--- src/rtl/dkong3_mmio_pkg.sv ---
// Shared decode constants, slot map and wait-FSM encoding for the main-CPU MMIO block.
package dkong3_mmio_pkg;

   // Address windows (upper address bits)
   localparam logic [5:0] IO_WIN_TAG   = 6'b011111;   // 7C00-7FFF
   localparam logic [4:0] VRAM_WIN_TAG = 5'b01110;    // 7000-77FF

   // Write/read slot numbers inside the IO window (I_AB[9:7])
   localparam logic [2:0] SLOT_SND0   = 3'd0;
   localparam logic [2:0] SLOT_SND1   = 3'd1;
   localparam logic [2:0] SLOT_SND2   = 3'd2;
   localparam logic [2:0] SLOT_SND3   = 3'd3;
   localparam logic [2:0] SLOT_SUBRST = 3'd4;
   localparam logic [2:0] SLOT_BANK0  = 3'd5;

   // Bank 0 bit that gates the VBLANK NMI
   localparam int NMI_EN_BIT = 4;

   // VRAM wait-state controller states
   typedef enum logic [1:0] {
      W_IDLE = 2'd0,
      W_WAIT = 2'd1,
      W_HOLD = 2'd2
   } wait_state_t;

   // One-hot decode of a 3-bit latch address
   function automatic logic [7:0] bit_onehot(input logic [2:0] addr);
      return 8'b0000_0001 << addr;
   endfunction

endpackage

--- src/rtl/dkong3_addr_latch.sv ---
// Generic 8-bit addressable latch (259-style): one selected bit loads I_D when I_EN is high.
module dkong3_addr_latch
   import dkong3_mmio_pkg::*;
(
   input  logic       I_CLK,
   input  logic       I_RESET,
   input  logic       I_EN,
   input  logic [2:0] I_ADDR,
   input  logic       I_D,
   output logic [7:0] O_Q
);

   logic [7:0] sel;

   assign sel = bit_onehot(I_ADDR) & {8{I_EN}};

   generate
      for (genvar gi = 0; gi < 8; gi++) begin : g_bit
         logic q_reg;

         // Each bit holds its value until it is the addressed bit of an enabled write
         always_ff @(posedge I_CLK) begin
            if (I_RESET)
               q_reg <= 1'b0;
            else if (sel[gi])
               q_reg <= I_D;
         end

         assign O_Q[gi] = q_reg;
      end
   endgenerate

endmodule

--- src/rtl/dkong3_mmio_ctrl.sv ---
// Main-CPU memory-mapped control: VRAM wait FSM, VBLANK NMI latch, addressable
// latch banks, one-shot sound strobes and sub-CPU reset register.
module dkong3_mmio_ctrl
   import dkong3_mmio_pkg::*;
#(
   parameter int NUM_BANKS = 1,
   parameter int NUM_SUB   = 2,
   parameter int WAIT_MAX  = 15
) (
   input  logic                   I_CLK,
   input  logic                   I_RESET,
   input  logic [15:0]            I_AB,
   input  logic [7:0]             I_DB,
   input  logic                   I_MREQ_n,
   input  logic                   I_RFSH_n,
   input  logic                   I_RD_n,
   input  logic                   I_WR_n,
   input  logic                   I_VRAMBUSY_n,
   input  logic                   I_VBLK_n,
   output logic                   O_WAIT_n,
   output logic                   O_WAIT_TO,
   output logic                   O_NMI_n,
   output logic [3:0]             O_IN_OE_n,
   output logic [3:0]             O_SND_STB,
   output logic [8*NUM_BANKS-1:0] O_LATCH,
   output logic [NUM_SUB-1:0]     O_SUB_RESET_n
);

   localparam logic [7:0] TIMEOUT_CNT = 8'(WAIT_MAX - 1);

   // ---------------- address decode ----------------
   logic       io_win;
   logic       vram_win;
   logic [2:0] slot;
   logic [2:0] bit_addr;
   logic       unused_bus;

   assign io_win     = (I_AB[15:10] == IO_WIN_TAG);
   assign vram_win   = (I_AB[15:11] == VRAM_WIN_TAG);
   assign slot       = I_AB[9:7];
   assign bit_addr   = I_AB[2:0];
   assign unused_bus = ^{I_DB[7:1], I_AB[6:3]};

   // Read strobes are pure decode so input buffers open within the bus cycle
   generate
      for (genvar gi = 0; gi < 4; gi++) begin : g_rd
         assign O_IN_OE_n[gi] = ~(io_win && (slot == 3'(gi)) && !I_RD_n && !I_MREQ_n);
      end
   endgenerate

   // ---------------- write strobe ----------------
   logic wr_act;
   logic wr_q_reg;
   logic wstb;

   assign wr_act = io_win && !I_WR_n && !I_MREQ_n;
   assign wstb   = wr_act && !wr_q_reg;

   // Previous-cycle write activity; resets high so a write straddling reset is dropped
   always_ff @(posedge I_CLK) begin
      if (I_RESET)
         wr_q_reg <= 1'b1;
      else
         wr_q_reg <= wr_act;
   end

   // ---------------- sound strobes ----------------
   logic [3:0] snd_stb_next;
   logic [3:0] snd_stb_reg;

   generate
      for (genvar gi = 0; gi < 4; gi++) begin : g_snd
         assign snd_stb_next[gi] = wstb && (slot == 3'(gi));
      end
   endgenerate

   // One-cycle pulse per bus write to slots 0..3
   always_ff @(posedge I_CLK) begin
      if (I_RESET)
         snd_stb_reg <= '0;
      else
         snd_stb_reg <= snd_stb_next;
   end

   assign O_SND_STB = snd_stb_reg;

   // ---------------- sub-CPU resets ----------------
   logic [NUM_SUB-1:0] sub_sel;
   logic [NUM_SUB-1:0] sub_rst_reg;

   generate
      for (genvar gi = 0; gi < NUM_SUB; gi++) begin : g_sub
         assign sub_sel[gi] = wstb && (slot == SLOT_SUBRST) && (bit_addr == 3'(gi));
      end
   endgenerate

   // Addressed channel takes D0; bit addresses beyond NUM_SUB never select anything
   always_ff @(posedge I_CLK) begin
      if (I_RESET) begin
         sub_rst_reg <= '0;
      end else begin
         for (int i = 0; i < NUM_SUB; i++) begin
            if (sub_sel[i])
               sub_rst_reg[i] <= I_DB[0];
         end
      end
   end

   assign O_SUB_RESET_n = sub_rst_reg;

   // ---------------- latch banks ----------------
   logic [8*NUM_BANKS-1:0] latch_q;

   generate
      for (genvar gi = 0; gi < NUM_BANKS; gi++) begin : g_bank
         logic bank_en;

         assign bank_en = wstb && (slot == (SLOT_BANK0 + 3'(gi)));

         dkong3_addr_latch u_latch (
            .I_CLK   (I_CLK),
            .I_RESET (I_RESET),
            .I_EN    (bank_en),
            .I_ADDR  (bit_addr),
            .I_D     (I_DB[0]),
            .O_Q     (latch_q[8*gi +: 8])
         );
      end
   endgenerate

   assign O_LATCH = latch_q;

   // ---------------- VBLANK NMI ----------------
   logic nmi_en;
   logic en_clear;
   logic vblk_q_reg;
   logic vblank_start;
   logic nmi_pend_reg;
   logic nmi_pend_next;

   assign nmi_en       = latch_q[NMI_EN_BIT];
   // A write dropping the enable this cycle must beat a coincident VBLANK edge
   assign en_clear     = wstb && (slot == SLOT_BANK0) && (bit_addr == 3'(NMI_EN_BIT)) && !I_DB[0];
   assign vblank_start = vblk_q_reg && !I_VBLK_n;

   // Pending NMI: set on VBLANK start while enabled, held until the enable is cleared
   always_comb begin
      nmi_pend_next = nmi_pend_reg;
      if (!nmi_en || en_clear)
         nmi_pend_next = 1'b0;
      else if (vblank_start)
         nmi_pend_next = 1'b1;
   end

   // VBLANK edge history and NMI pending flag
   always_ff @(posedge I_CLK) begin
      if (I_RESET) begin
         vblk_q_reg   <= 1'b1;
         nmi_pend_reg <= 1'b0;
      end else begin
         vblk_q_reg   <= I_VBLK_n;
         nmi_pend_reg <= nmi_pend_next;
      end
   end

   assign O_NMI_n = ~nmi_pend_reg;

   // ---------------- VRAM wait FSM ----------------
   wait_state_t state_reg;
   wait_state_t state_next;
   logic [7:0]  cnt_reg;
   logic [7:0]  cnt_next;
   logic        wait_to_reg;
   logic        wait_to_next;

   // Stretch VRAM accesses while video owns the bus; HOLD blocks re-waiting the same access
   always_comb begin
      state_next   = state_reg;
      cnt_next     = cnt_reg;
      wait_to_next = wait_to_reg;
      case (state_reg)
         W_IDLE: begin
            if (vram_win && !I_MREQ_n && I_RFSH_n && !I_VRAMBUSY_n) begin
               state_next = W_WAIT;
               cnt_next   = 8'd0;
            end
         end
         W_WAIT: begin
            cnt_next = cnt_reg + 8'd1;
            if (I_VRAMBUSY_n || !I_VBLK_n) begin
               state_next = W_HOLD;
            end else if (cnt_reg == TIMEOUT_CNT) begin
               state_next   = W_HOLD;
               wait_to_next = 1'b1;
            end
         end
         W_HOLD: begin
            if (I_MREQ_n)
               state_next = W_IDLE;
         end
         default: state_next = W_IDLE;
      endcase
   end

   // Wait FSM state, cycle counter and sticky timeout flag
   always_ff @(posedge I_CLK) begin
      if (I_RESET) begin
         state_reg   <= W_IDLE;
         cnt_reg     <= 8'd0;
         wait_to_reg <= 1'b0;
      end else begin
         state_reg   <= state_next;
         cnt_reg     <= cnt_next;
         wait_to_reg <= wait_to_next;
      end
   end

   assign O_WAIT_n  = (state_reg != W_WAIT);
   assign O_WAIT_TO = wait_to_reg;

endmodule

--- config.mk ---
export PLATFORM = sky130hd
export DESIGN_NAME = dkong3_mmio_ctrl
export DESIGN_NICKNAME = d
export VERILOG_FILES = /design/src/rtl/dkong3_mmio_pkg.sv /design/src/rtl/dkong3_addr_latch.sv /design/src/rtl/dkong3_mmio_ctrl.sv
export SDC_FILE = /design/constraint.sdc
export NUM_CORES = 1
export LEC_CHECK = 0
export BUFFER_PORTS_ARGS = -buffer_cell sky130_fd_sc_hd__buf_4
export CORE_ASPECT_RATIO = 1.75
export CORE_MARGIN = 3
export CORE_UTILIZATION = 30
export DETAILED_ROUTE_END_ITERATION = 8
export HOLD_SLACK_MARGIN = 0.02
export PLACE_DENSITY = 0.59
export SETUP_SLACK_MARGIN = 0.1
export SYNTH_ARGS = -nofsm -noshare
export SYNTH_HDL_FRONTEND = slang
export SYNTH_SLANG_ARGS = --single-unit
--- constraint.sdc ---
create_clock -name I_CLK -period 2.87 [get_ports I_CLK]
set_input_delay 0.4305 -clock I_CLK [delete_from_list [all_inputs] [get_ports I_CLK]]
set_output_delay 0.4305 -clock I_CLK [all_outputs]
set_load 0.005 [all_outputs]
==> out/qor.csv <==
stage;metric;value;unit
worst_setup_path;crit path capture type;output port;
global_route;number of global-route vias before repair;1225;
timing;Setup-failing EPs final;0;
global_route;Most Crowded Layer GR;met2;
timing;Fin. Hold Viols;0;
global_route;routing usage on met1;0.146;
pwr;worst vdd ir;251;uV
yosys;Seq cells post-synth;28;
worst_setup_path;reg-to-reg endpoint;cnt_reg[4];
route;1st-iter DRT viols;37;
worst_setup_path;worst path required time;2440;ps
timing;Tcrit/Tclk final;0.782;
worst_setup_path;family with the most delay on the worst path;simple AND/OR/NAND/NOR gates;
cells_and_area;antenna diode count;0;
clock_network;CTS Hold Bufs;0;
floorplan;die area;5740;sq um
worst_setup_path;critical path startpoint category;input pin;
worst_setup_path;most used cell, CP;buf_4;
floorplan;die height;98.0;um
place;number of port buffers;41;
route;wire per inst;13.9;um
worst_setup_path;crit-path max FO;6;
timing;final setup TNS;0;ps
floorplan;Core ar.;4520;sq um
worst_setup_path;Crit path buffers/inverters;2;
worst_setup_path;CP Launch Point;I_AB[15];
yosys;Synth top cells by count;dfxtp_1, nor2_1, mux2i_1, nand2_1, nand2b_1;
cells_and_area;FF/Latch Area;561;sq um
clock_network;setup bufs post-CTS;0;
yosys;Post-synth EDFFs;0;
worst_setup_path;FF-to-FF path depth;4;
timing;RSZ-0062 raised after global routing;false;
timing;Slew Limit Headroom;0.618;
timing;Final Max Slew Viols;0;
yosys;Syn Std Cell Area;1450;sq um
place;Placed Cells;241;
global_route;total grt overflow;0;
route;DRT Pass-1 Iters;4;
run_status;outcome;complete, no violations;
route;antenna viol nets, final;0;
place;Placed Instance Area;1730;sq um
global_route;GRT Util Overall;0.125;
yosys;register area share after synthesis;0.386;
cells_and_area;nets;229;
place;HPWL Detailed;2640;um
yosys;syn avg cell area;8.90;sq um
run;Max-Cap Viols;0;
global_route;met3 GRT Util;0.0198;
route;via/cell ratio;5.25;
global_route;met2 usage;0.220;
worst_setup_path;crit path to;O_IN_OE_n[1];
global_route;largest net degree at the start of global routing;29;
route;# DRC;0;
yosys;Synth async-reset ratio;0;
clock_network;H-tree levels;1;
clock_network;CTS Sinks;28;
clock_network;TritonCTS clock tree;done;
route;total vias in the final route;1286;
floorplan;num rows;32;
cells_and_area;Layout Cells excl Fill;245;
worst_setup_path;Worst path slowest cell;or4_1;
clock_network;Clk Latency, worst-skew pair;270;ps
global_route;first-pass GRT wire length;5640;um
place;GPL Wtd Cong;0.819;
timing;post-layout min period;2240;ps
worst_setup_path;Worst EP arrival;1810;ps
pwr;power density over the cells;390;nW/um^2
worst_setup_path;R2R setup slack;1190;ps
yosys;top cells by area, synth;dfxtp_1, mux2i_1, buf_4;
floorplan;Ports;53;
global_route;initial antenna violation count;0;
timing;Hold Slack;357;ps
worst_setup_path;max incr delay on CP;410;ps
pwr;Leakage;0.683;nW
yosys;library cells used by synthesis;45;
clock_network;clock-pin slew on the worst setup and hold paths;100;ps
worst_setup_path;worst-path cell chain;buf_4 -> nand4b_2 -> nor3_2 -> nand2_1 -> or4_1 -> buf_4;
yosys;Synth top area share;0.386;
yosys;most frequent cell after synthesis;dfxtp_1;
cells_and_area;fin area;1790;sq um
worst_setup_path;Stages on worst setup path;6;
clock_network;CTS buffer count;3;
floorplan;Die W;58.6;um
yosys;Syn Inst Count;163;
worst_setup_path;FF-to-FF Start;state_reg[1];
cells_and_area;share of cells above drive strength 1;0.273;
yosys;Synth area leader;dfxtp_1;
cells_and_area;area of the multi-input gates;783;sq um
yosys;Ys Warns;0;
yosys;Post-Syn Nets;197;
timing;skew final;2.10;ps
clock_network;CTS Root Cell;clkbuf_8;
cells_and_area;Fillers;482;
route;WL final;3420;um
clock_network;Max Root-Sink Buffers;2;
worst_setup_path;CP Class;in2out;
timing;worst-margin pin slew;571;ps
cells_and_area;synthesis-to-finish area growth;23.0;%
timing;FMAX;446;MHz
clock_network;CTS resizes;0;
floorplan;Initial Util;0.321;
hold_path;Hold WC Path Type;in2reg;
yosys;Post-synth top flop;dfxtp_1;
## where the power goes
part | leakage, nW | switching (mW) | internal [mW]
registers | 0.226 | 0.000895 | 0.390
clock network | 0.0288 | 0.125 | 0.123
logic | 0.428 | 0.0296 | 0.0280
total | 0.683 | 0.155 | 0.541
## final cells by class
type,instances,share of cell area
clock buffer,4,0.0308
inverter,4,0.00841
multi-input combinational,117,0.439
sequential,28,0.314
tap,51,0.0357
timing repair buffer,41,0.172
## layout by cell type, fill, tap and decap left out, types with 2 or more instances in the layout
| master | count |
|---|---|
| a21oi_1 | 6 |
| nand2_1 | 10 |
| clkbuf_8 | 4 |
| or3_1 | 3 |
| inv_1 | 3 |
| a311oi_1 | 3 |
| o21a_1 | 2 |
| nor2b_1 | 2 |
| nor2_1 | 16 |
| o211ai_1 | 2 |
| nand4b_1 | 4 |
| ha_1 | 2 |
| nand3b_1 | 2 |
| nor3_1 | 7 |
| nand3_1 | 4 |
| or2_0 | 2 |
| nand4_1 | 3 |
| nand2b_1 | 9 |
| or4b_1 | 2 |
| and3_1 | 2 |
| o21ai_0 | 2 |
| nor4_1 | 7 |
| buf_4 | 41 |
| mux2i_1 | 10 |
| dfxtp_1 | 28 |
## worst register-to-register path, stage by stage (launching register included)
cell      delay (ps)
dfxtp_1          340
or4b_1           500
or3_1            400
nand2_1          210
a311oi_1         120
## through the flow
step           setup slack (ps)   util  power [mW]
6_report                    626  0.395       0.696
5_1_grt                     501  0.395       0.723
4_1_cts                     598  0.395       0.706
3_5_place_dp                603  0.382       0.458
3_3_place_gp                610  0.382       0.458
2_1_floorplan              1020      -       0.425
## logic make-up (layout without fill, tap and decap cells)
kind of cell	after synthesis	in the layout	share of synthesized area
muxes	10	10	0.0690
buffers and inverters	18	49	0.0741
AOI/OAI and AO/OA	20	20	0.0931
and+or+nand+nor	85	85	0.360
DFF	28	28	0.386
adders and majority gates	2	2	0.0172
## how the worst min path moves through the flow
stage / from / endpoint / slack [ps] / cells past startpoint
after global routing: I_VBLK_n / vblk_q_reg / 360 / 2
after global placement: g_bank[0].u_latch.g_bit[1].q_reg / g_bank[0].u_latch.g_bit[1].q_reg / 470 / 2
final: I_VBLK_n / vblk_q_reg / 360 / 2
after CTS: I_VBLK_n / vblk_q_reg / 360 / 2
after detailed placement: O_WAIT_TO / O_WAIT_TO / 460 / 2
after floorplan: g_bank[0].u_latch.g_bit[5].q_reg / g_bank[0].u_latch.g_bit[5].q_reg / 450 / 2
## routing by layer
metal  share of wire  routed length (um)
met3           0.056                 191
met4           0.014                  48
met1            0.41                1400
met5               0                   0
met2            0.52                1770
(Power assumes the default switching activity.)
